===== config.mk =====
export PLATFORM = sky130hd
export DESIGN_NAME = linear_array_run_controller
export DESIGN_NICKNAME = d
export VERILOG_FILES = /design/src/rtl/linear_array_run_controller_pkg.sv /design/src/rtl/lane_beat_gate.sv /design/src/rtl/linear_array_run_controller.sv
export SDC_FILE = /design/constraint.sdc
export NUM_CORES = 1
export LEC_CHECK = 0
export BUFFER_PORTS_ARGS = -buffer_cell sky130_fd_sc_hd__buf_2
export CAP_MARGIN = 20
export CORE_MARGIN = 2
export CORE_UTILIZATION = 59
export DETAILED_ROUTE_END_ITERATION = 8
export GPL_TIMING_DRIVEN = 0
export PLACE_DENSITY = 0.81
export SYNTH_ARGS = -nofsm -noshare
export SYNTH_HDL_FRONTEND = slang
export SYNTH_HIERARCHICAL = 1
export SYNTH_SLANG_ARGS = --single-unit

===== constraint.sdc =====
create_clock -name clk -period 3.05 [get_ports clk]
set_input_delay 0.7625 -clock clk [delete_from_list [all_inputs] [get_ports clk]]
set_output_delay 0.7625 -clock clk [all_outputs]
set_load 0.005 [all_outputs]

===== src/rtl/linear_array_run_controller_pkg.sv =====
// Shared definitions for the linear array run controller and the array top level.
// Holds the controller state encoding and the lane-count derivations.
// Pure declarations; no logic, no latency, no backpressure.
package linear_array_run_controller_pkg;

  localparam logic [2:0] ST_IDLE  = 3'd0;
  localparam logic [2:0] ST_RUN   = 3'd1;
  localparam logic [2:0] ST_DRAIN = 3'd2;
  localparam logic [2:0] ST_DONE  = 3'd3;
  localparam logic [2:0] ST_ABORT = 3'd4;

  typedef enum logic [2:0] {
    S_IDLE  = ST_IDLE,
    S_RUN   = ST_RUN,
    S_DRAIN = ST_DRAIN,
    S_DONE  = ST_DONE,
    S_ABORT = ST_ABORT
  } state_t;

  // Top (weight) lanes: one per PE.
  function automatic int NT(input int pe_i, input int pe_j);
    return pe_i * pe_j;
  endfunction

  // Left (data) lanes: one per j-row per batch.
  function automatic int NL(input int pe_j, input int batch);
    return pe_j * batch;
  endfunction

  // Down (partial-sum) lanes: one per i-column per batch.
  function automatic int ND(input int pe_i, input int batch);
    return pe_i * batch;
  endfunction

endpackage


===== src/rtl/lane_beat_gate.sv =====
// One input lane gate: opens the valid/ready pair while running, counts beats, marks tlast.
// Latency: combinational pass-through of valid/ready; counter and done flag update on the edge.
// Backpressure: ready mirrors array ready while enabled; enable depends on registers only.
module lane_beat_gate #(
  parameter int LEN_WIDTH = 16
) (
  input  logic                 clk,
  input  logic                 rst,
  input  logic                 run,
  input  logic                 clr,
  input  logic [LEN_WIDTH-1:0] len,
  input  logic                 up_tvalid,
  output logic                 up_tready,
  output logic                 arr_tvalid,
  input  logic                 arr_tready,
  output logic                 arr_tlast,
  output logic                 in_done
);

  localparam logic [LEN_WIDTH-1:0] L_ONE = LEN_WIDTH'(1);

  logic [LEN_WIDTH-1:0] cnt;
  logic                 en;
  logic                 hs;
  logic                 at_last;

  // Gating and final-beat marking from registered state only.
  always_comb begin
    en         = run & ~in_done;
    at_last    = (cnt == (len - L_ONE));
    arr_tvalid = up_tvalid & en;
    up_tready  = arr_tready & en;
    arr_tlast  = en & at_last;
    hs         = arr_tvalid & arr_tready;
  end

  // Beat counter; the handshake on the final beat closes the lane for the rest of the run.
  always_ff @(posedge clk) begin
    if (rst || clr) begin
      cnt     <= '0;
      in_done <= 1'b0;
    end else if (hs) begin
      cnt <= cnt + L_ONE;
      if (at_last) in_done <= 1'b1;
    end
  end

endmodule


===== src/rtl/linear_array_run_controller.sv =====
// Run sequencer: gates top/left lane handshakes, counts output tlasts, repeats for cfg_runs.
// Latency: lanes open the cycle after cfg accept; done pulses the cycle after the last output tlast.
// Backpressure: cfg_ready only in IDLE; lane ready follows array ready while the lane is open.
module linear_array_run_controller
  import linear_array_run_controller_pkg::*;
#(
  parameter int PE_NUMBER_I = 1,
  parameter int PE_NUMBER_J = 1,
  parameter int BATCH_SIZE  = 1,
  parameter int LEN_WIDTH   = 16,
  parameter int RUN_WIDTH   = 8
) (
  input  logic                                          clk,
  input  logic                                          rst,
  input  logic                                          cfg_valid,
  output logic                                          cfg_ready,
  input  logic [LEN_WIDTH-1:0]                          cfg_len,
  input  logic [RUN_WIDTH-1:0]                          cfg_runs,
  input  logic [NT(PE_NUMBER_I, PE_NUMBER_J)-1:0]       up_t_tvalid,
  output logic [NT(PE_NUMBER_I, PE_NUMBER_J)-1:0]       up_t_tready,
  output logic [NT(PE_NUMBER_I, PE_NUMBER_J)-1:0]       arr_t_tvalid,
  input  logic [NT(PE_NUMBER_I, PE_NUMBER_J)-1:0]       arr_t_tready,
  output logic [NT(PE_NUMBER_I, PE_NUMBER_J)-1:0]       arr_t_tlast,
  input  logic [NL(PE_NUMBER_J, BATCH_SIZE)-1:0]        up_l_tvalid,
  output logic [NL(PE_NUMBER_J, BATCH_SIZE)-1:0]        up_l_tready,
  output logic [NL(PE_NUMBER_J, BATCH_SIZE)-1:0]        arr_l_tvalid,
  input  logic [NL(PE_NUMBER_J, BATCH_SIZE)-1:0]        arr_l_tready,
  output logic [NL(PE_NUMBER_J, BATCH_SIZE)-1:0]        arr_l_tlast,
  input  logic [ND(PE_NUMBER_I, BATCH_SIZE)-1:0]        mon_d_tvalid,
  input  logic [ND(PE_NUMBER_I, BATCH_SIZE)-1:0]        mon_d_tready,
  input  logic [ND(PE_NUMBER_I, BATCH_SIZE)-1:0]        mon_d_tlast,
  input  logic                                          arr_err,
  input  logic                                          arr_core_rst,
  output logic                                          busy,
  output logic                                          done,
  output logic [RUN_WIDTH-1:0]                          run_idx,
  output logic                                          err_abort,
  output logic                                          err_cfg,
  output logic                                          err_overrun
);

  localparam int N_T = NT(PE_NUMBER_I, PE_NUMBER_J);
  localparam int N_L = NL(PE_NUMBER_J, BATCH_SIZE);
  localparam int N_D = ND(PE_NUMBER_I, BATCH_SIZE);
  localparam logic [RUN_WIDTH-1:0] R_ONE = RUN_WIDTH'(1);

  state_t               state, state_nxt;
  logic [N_T+N_L-1:0]   in_done;
  logic [N_D-1:0]       out_done, d_hs, d_last;
  logic [LEN_WIDTH-1:0] len_q;
  logic [RUN_WIDTH-1:0] runs_q;
  logic                 low_seen;
  logic                 st_run, mon_act, cfg_hs, cfg_ok, abort_req;
  logic                 out_all, last_run, adv, clr;

  // Control strobes shared by the FSM and the datapath registers.
  always_comb begin
    st_run    = (state == S_RUN);
    mon_act   = (state == S_RUN) || (state == S_DRAIN);
    cfg_hs    = cfg_valid && (state == S_IDLE);
    cfg_ok    = cfg_hs && (cfg_len != '0) && (cfg_runs != '0);
    abort_req = mon_act && (arr_err || arr_core_rst);
    d_hs      = mon_d_tvalid & mon_d_tready;
    d_last    = d_hs & mon_d_tlast;
    // Includes this cycle's tlast so the last output handshake ends DRAIN immediately.
    out_all   = &(out_done | d_last);
    last_run  = (run_idx == (runs_q - R_ONE));
    adv       = (state == S_DRAIN) && !abort_req && out_all && !last_run;
    clr       = cfg_ok || adv;
  end

  // Next-state and status outputs.
  always_comb begin
    state_nxt = state;
    cfg_ready = (state == S_IDLE);
    busy      = (state != S_IDLE);
    done      = (state == S_DONE);
    case (state)
      S_IDLE:  if (cfg_ok) state_nxt = S_RUN;
      S_RUN: begin
        if (abort_req)     state_nxt = S_ABORT;
        else if (&in_done) state_nxt = S_DRAIN;
      end
      S_DRAIN: begin
        if (abort_req)    state_nxt = S_ABORT;
        else if (out_all) state_nxt = last_run ? S_DONE : S_RUN;
      end
      S_DONE:  state_nxt = S_IDLE;
      S_ABORT: if (!arr_core_rst && low_seen) state_nxt = S_IDLE;
      default: state_nxt = S_IDLE;
    endcase
  end

  // State register.
  always_ff @(posedge clk) begin
    if (rst) state <= S_IDLE;
    else     state <= state_nxt;
  end

  // Configuration, run index, output-tlast tracking and sticky errors.
  always_ff @(posedge clk) begin
    if (rst) begin
      len_q       <= '0;
      runs_q      <= '0;
      run_idx     <= '0;
      out_done    <= '0;
      low_seen    <= 1'b0;
      err_abort   <= 1'b0;
      err_cfg     <= 1'b0;
      err_overrun <= 1'b0;
    end else begin
      if (cfg_hs) begin
        err_abort   <= 1'b0;
        err_overrun <= 1'b0;
        err_cfg     <= !cfg_ok;
      end
      if (cfg_ok) begin
        len_q    <= cfg_len;
        runs_q   <= cfg_runs;
        run_idx  <= '0;
        out_done <= '0;
      end
      if (adv) begin
        run_idx  <= run_idx + R_ONE;
        out_done <= '0;
      end else if (mon_act) begin
        out_done <= out_done | d_last;
      end
      if (mon_act && |(d_hs & out_done)) err_overrun <= 1'b1;
      if (abort_req) begin
        err_abort <= 1'b1;
        low_seen  <= 1'b0;
      end else if (state == S_ABORT) begin
        low_seen <= !arr_core_rst;
      end
    end
  end

  for (genvar t = 0; t < N_T; t++) begin : g_top
    lane_beat_gate #(.LEN_WIDTH(LEN_WIDTH)) u_gate (
      .clk        (clk),
      .rst        (rst),
      .run        (st_run),
      .clr        (clr),
      .len        (len_q),
      .up_tvalid  (up_t_tvalid[t]),
      .up_tready  (up_t_tready[t]),
      .arr_tvalid (arr_t_tvalid[t]),
      .arr_tready (arr_t_tready[t]),
      .arr_tlast  (arr_t_tlast[t]),
      .in_done    (in_done[t])
    );
  end

  for (genvar l = 0; l < N_L; l++) begin : g_left
    lane_beat_gate #(.LEN_WIDTH(LEN_WIDTH)) u_gate (
      .clk        (clk),
      .rst        (rst),
      .run        (st_run),
      .clr        (clr),
      .len        (len_q),
      .up_tvalid  (up_l_tvalid[l]),
      .up_tready  (up_l_tready[l]),
      .arr_tvalid (arr_l_tvalid[l]),
      .arr_tready (arr_l_tready[l]),
      .arr_tlast  (arr_l_tlast[l]),
      .in_done    (in_done[N_T+l])
    );
  end

endmodule


==> run_results.csv <==
group,metric,value,unit
critical_path,slowest_delay,510,ps
routing,drtAntennaViolNets,0,
clock_network,htree_levels,3,
min_path,hold_path.class,"reg2reg",
sta,hold_violations,0,
run_status,violations,"setup timing",
synth,synth_cells,557,
grt,grt_pass1_wl,19.81,mm
critical_path,critPathBufInv,2,
critical_path,cp.required,2290,ps
clock_network,cts_buffers,9,
floorplan,core,7647,sq um
pwr,leakage,2.250,nW
floorplan,ios,56,
sta,drv_slew,0,
clock_network,cts_sinks,74,
synth,synth_top_area_share,32.29,%
sta,fin_skew,12.76,ps
min_path,holdPathEnd,"err_abort$_SDFFE_PP0P_",
final_layout,drive_gt1_share,22.03,%
critical_path,ff2ff_path_depth,11,
critical_path,endpoint_kind,"primary output",
routing,post-route-drc-count,0,
floorplan,die_y,92.19,um
sta,finalSetupTns,-328.5,ps
final_layout,multiInputGateArea,3089,sq um
final_layout,n_antenna_cell,0,
synth,post_synth_most_frequent_cells,"nor2_1 (78), dfxtp_1 (74), xor2_1 (40)",
synth,synth_edf_count,0,
synth,yosysWarnings,6,
clock_network,cts.path.max_buffers,2,
sta,slew_headroom,44.15,%
synth,synth_cell_types,56,
synth,post-synth-top-count-cell,"nor2_1",
synth,synth_top_area_cell,"dfxtp_1",
sta,min_period_over_period,105.9,%
synth,syn_avg_cell_area,8.237,sq um
critical_path,path_class,"reg2out",
sta,rsz0062_at_grt,"true",
synth,syn-num-nets,599,
critical_path,crit_path_start_kind,"flop",
placed_design,hpwl,8.442,mm
critical_path,r2r-start,"runs_q[0]$_SDFFE_PP0P_",
clock_network,ctsRootBufferMaster,"clkbuf_8",
final_layout,finalNetCount,677,
synth,ys_seq_elements,74,
clock_network,insertion_delay,360,ps
pwr,power.density,522.8,nW/um^2
critical_path,cp.arrival,2470,ps
grt,grt_pass1_vias,4170,
pwr,irDropWorstVdd,0.3545,mV
critical_path,crit_start,"len_q[1]$_SDFFE_PP0P_",
clock_network,cts_tree,"done",
critical_path,worst_r2r_endpoint,"g_left[0].u_gate/cnt[12]$_SDFFE_PP0P_",
placed_design,gp_congestion,0.8985,
routing,vias,4477,
clock_network,clk_pin_slew,90,ps
run_status,outcome,"complete, but fails checks",
floorplan,dieArea,8498,sq um
routing,routed_via_density,6.034,
final_layout,regArea,1493,sq um
routing,dr.pass1.iters,5,
final_layout,area_delta_synth_final,19.93,%
critical_path,cp_slowest_cell,"or4b_4",
synth,syn_area,4588,sq um
grt,grt_antenna_before_repair,0,
clock_network,hold_buffers,0,
synth,ys_async_sr_fraction,0,%
synth,synth.area.top_cells,"dfxtp_1 (32%), xor2_1 (7.6%), nor2_1 (6.4%)",
sta,finalSetupViolCount,2,
floorplan,rows,32,
final_layout,num-fill-cells,576,
floorplan,die_w,92.19,um
critical_path,path_delay_family,"simple AND/OR/NAND/NOR gates",
routing,drt_iter0_drc,375,
sta,setup_ws,-181.0,ps
critical_path,worst-path-max-fanout,5,
pwr,total_power,2.877,mW
flow_run,drv_cap,0,
floorplan,start_util,60.00,%
critical_path,crit_chain,"inv_4 -> ha_4 -> or4b_4 -> or3b_4 -> o31ai_4 -> nand2_1 -> nor4_2 -> buf_2",
sta,fin_crit,3231,ps
grt,grt_max_degree,18,
min_path,hold_path_depth,2,
placed_design,io_buffers,55,
min_path,hold_path.startpoint,"err_abort$_SDFFE_PP0P_",
grt,track_usage,29.18,%
routing,avgRoutedWirePerCell,16.43,um
grt,overflow,0,
sta,tightest_slew,831.3,ps
routing,routed_wl,12.19,mm
sta,fmax,309.5,MHz
synth,ys.flop_type,"dfxtp_1",
critical_path,r2r_slack,240,ps
synth,yosysSeqAreaShare,32.29,%
[power by group]
part / leakage (nW) / switching (mW) / internal [mW]
sequential: 0.603 / 0.100 / 1.01
combinational: 1.53 / 0.450 / 0.403
clock: 0.119 / 0.385 / 0.527
[what timing repair did]
item / CTS / global route
setup buffers: 9 / 5
endpoints found under the hold margin: 0 / 0
endpoints found under the setup margin: 23 / 23
resized for setup: 31 / 18
pin swaps: 9 / 4
[worst register-to-register path, delay by kind of cell (launching register included)]
kind                     cells  cell delay [ps]
AND/OR/NAND/NOR              6             1350
AO/OA/AOI/OAI                2              500
flip-flops                   1              380
buffers and inverters        2              290
adder cells (fa/ha/maj)      1              250
[kinds of logic (layout without fill, tap and decap cells)]
group                      after synthesis  in the layout  share of synthesized area [%]
xor gates and xnor gates                73             73                          13.94
muxes                                   26             26                          5.672
DFF                                     74             74                          32.29
AOI/OAI and AO/OA                       75             75                          11.21
and+or+nand+nor                        264            264                          31.55
buffers and inverters                   39            122                          3.709
adders and majority gates                6              6                          1.636
[per-layer routing]
layer | part of all wire (%) | vias up | GRT usage [%]
met5 | 0 | - | 0
met4 | 2.9 | 0 | 9.950
met3 | 7.2 | 29 | 6.820
met2 | 47 | 181 | 47.00
met1 | 43 | 2105 | 38.51
li1 | - | 2162 | -
[how the worst max path moves through the flow]
stage	to	slack (ps)	depth (start not counted)
floorplan	arr_l_tlast	210	7
global placement	g_top[0].u_gate/cnt[14]$_SDFFE_PP0P_	-190	8
detailed placement	g_top[0].u_gate/cnt[1]$_SDFFE_PP0P_	-210	12
CTS	arr_t_tlast	-160	8
global route	arr_t_tlast	-320	7
finish	arr_t_tlast	-180	8
[stage by stage]
stage | hold WS (ps) | instances | util, % | area, sq um | setup slack [ps]
3_5_place_dp | 448.0 | 714 | 65.27 | 4991 | -211.8
3_3_place_gp | 440.0 | 714 | 65.27 | 4991 | -191.8
6_report | 461.0 | 742 | 71.96 | 5503 | -181.0
2_1_floorplan | 450.4 | 557 | - | 4588 | 206.9
5_1_grt | 509.8 | 742 | 71.96 | 5503 | -316.0
4_1_cts | 460.1 | 739 | 70.89 | 5421 | -160.4
[cells in the final DEF, fill, tap and decap left out, types with 4 or more instances in the layout]
master / n
nand2b_1: 11
nor3b_1: 11
inv_1: 11
nor4_1: 10
mux2i_1: 26
nand4_1: 21
nand3_1: 24
and3_1: 11
clkbuf_1: 11
nor2_1: 77
buf_2: 58
xnor2_1: 33
a211oi_2: 4
xor2_1: 40
dfxtp_1: 69
clkbuf_8: 14
o21ai_0: 19
nor3_1: 18
nand2_1: 28
buf_4: 15
a21oi_1: 17
and4b_1: 4
nor4_4: 5
or3_1: 4
a31oi_1: 6
nor2b_1: 4
[sequential cells by signal, indices dropped and copies added (netlist names)]
signal and flops:
err_abort 1, err_overrun 1, run_idx 8, out_done 1
len_q 16, err_cfg 1, g_left.u_gate/in_done 1, state 3
g_top.u_gate/in_done 1, g_top.u_gate/cnt 16, low_seen 1, runs_q 8
g_left.u_gate/cnt 16
[final cells by class]
| type | count | area share (%) |
|---|---|---|
| flip-flops and latches | 74 | 27.13 |
| clock inverters | 4 | 1.319 |
| inverters | 15 | 1.069 |
| plain buffers | 22 | 2.115 |
| repair buffers | 69 | 6.912 |
| well taps | 102 | 2.319 |
| clock buffers | 12 | 3.001 |
| multi-input cells | 444 | 56.14 |
(Power assumes the default switching activity.)
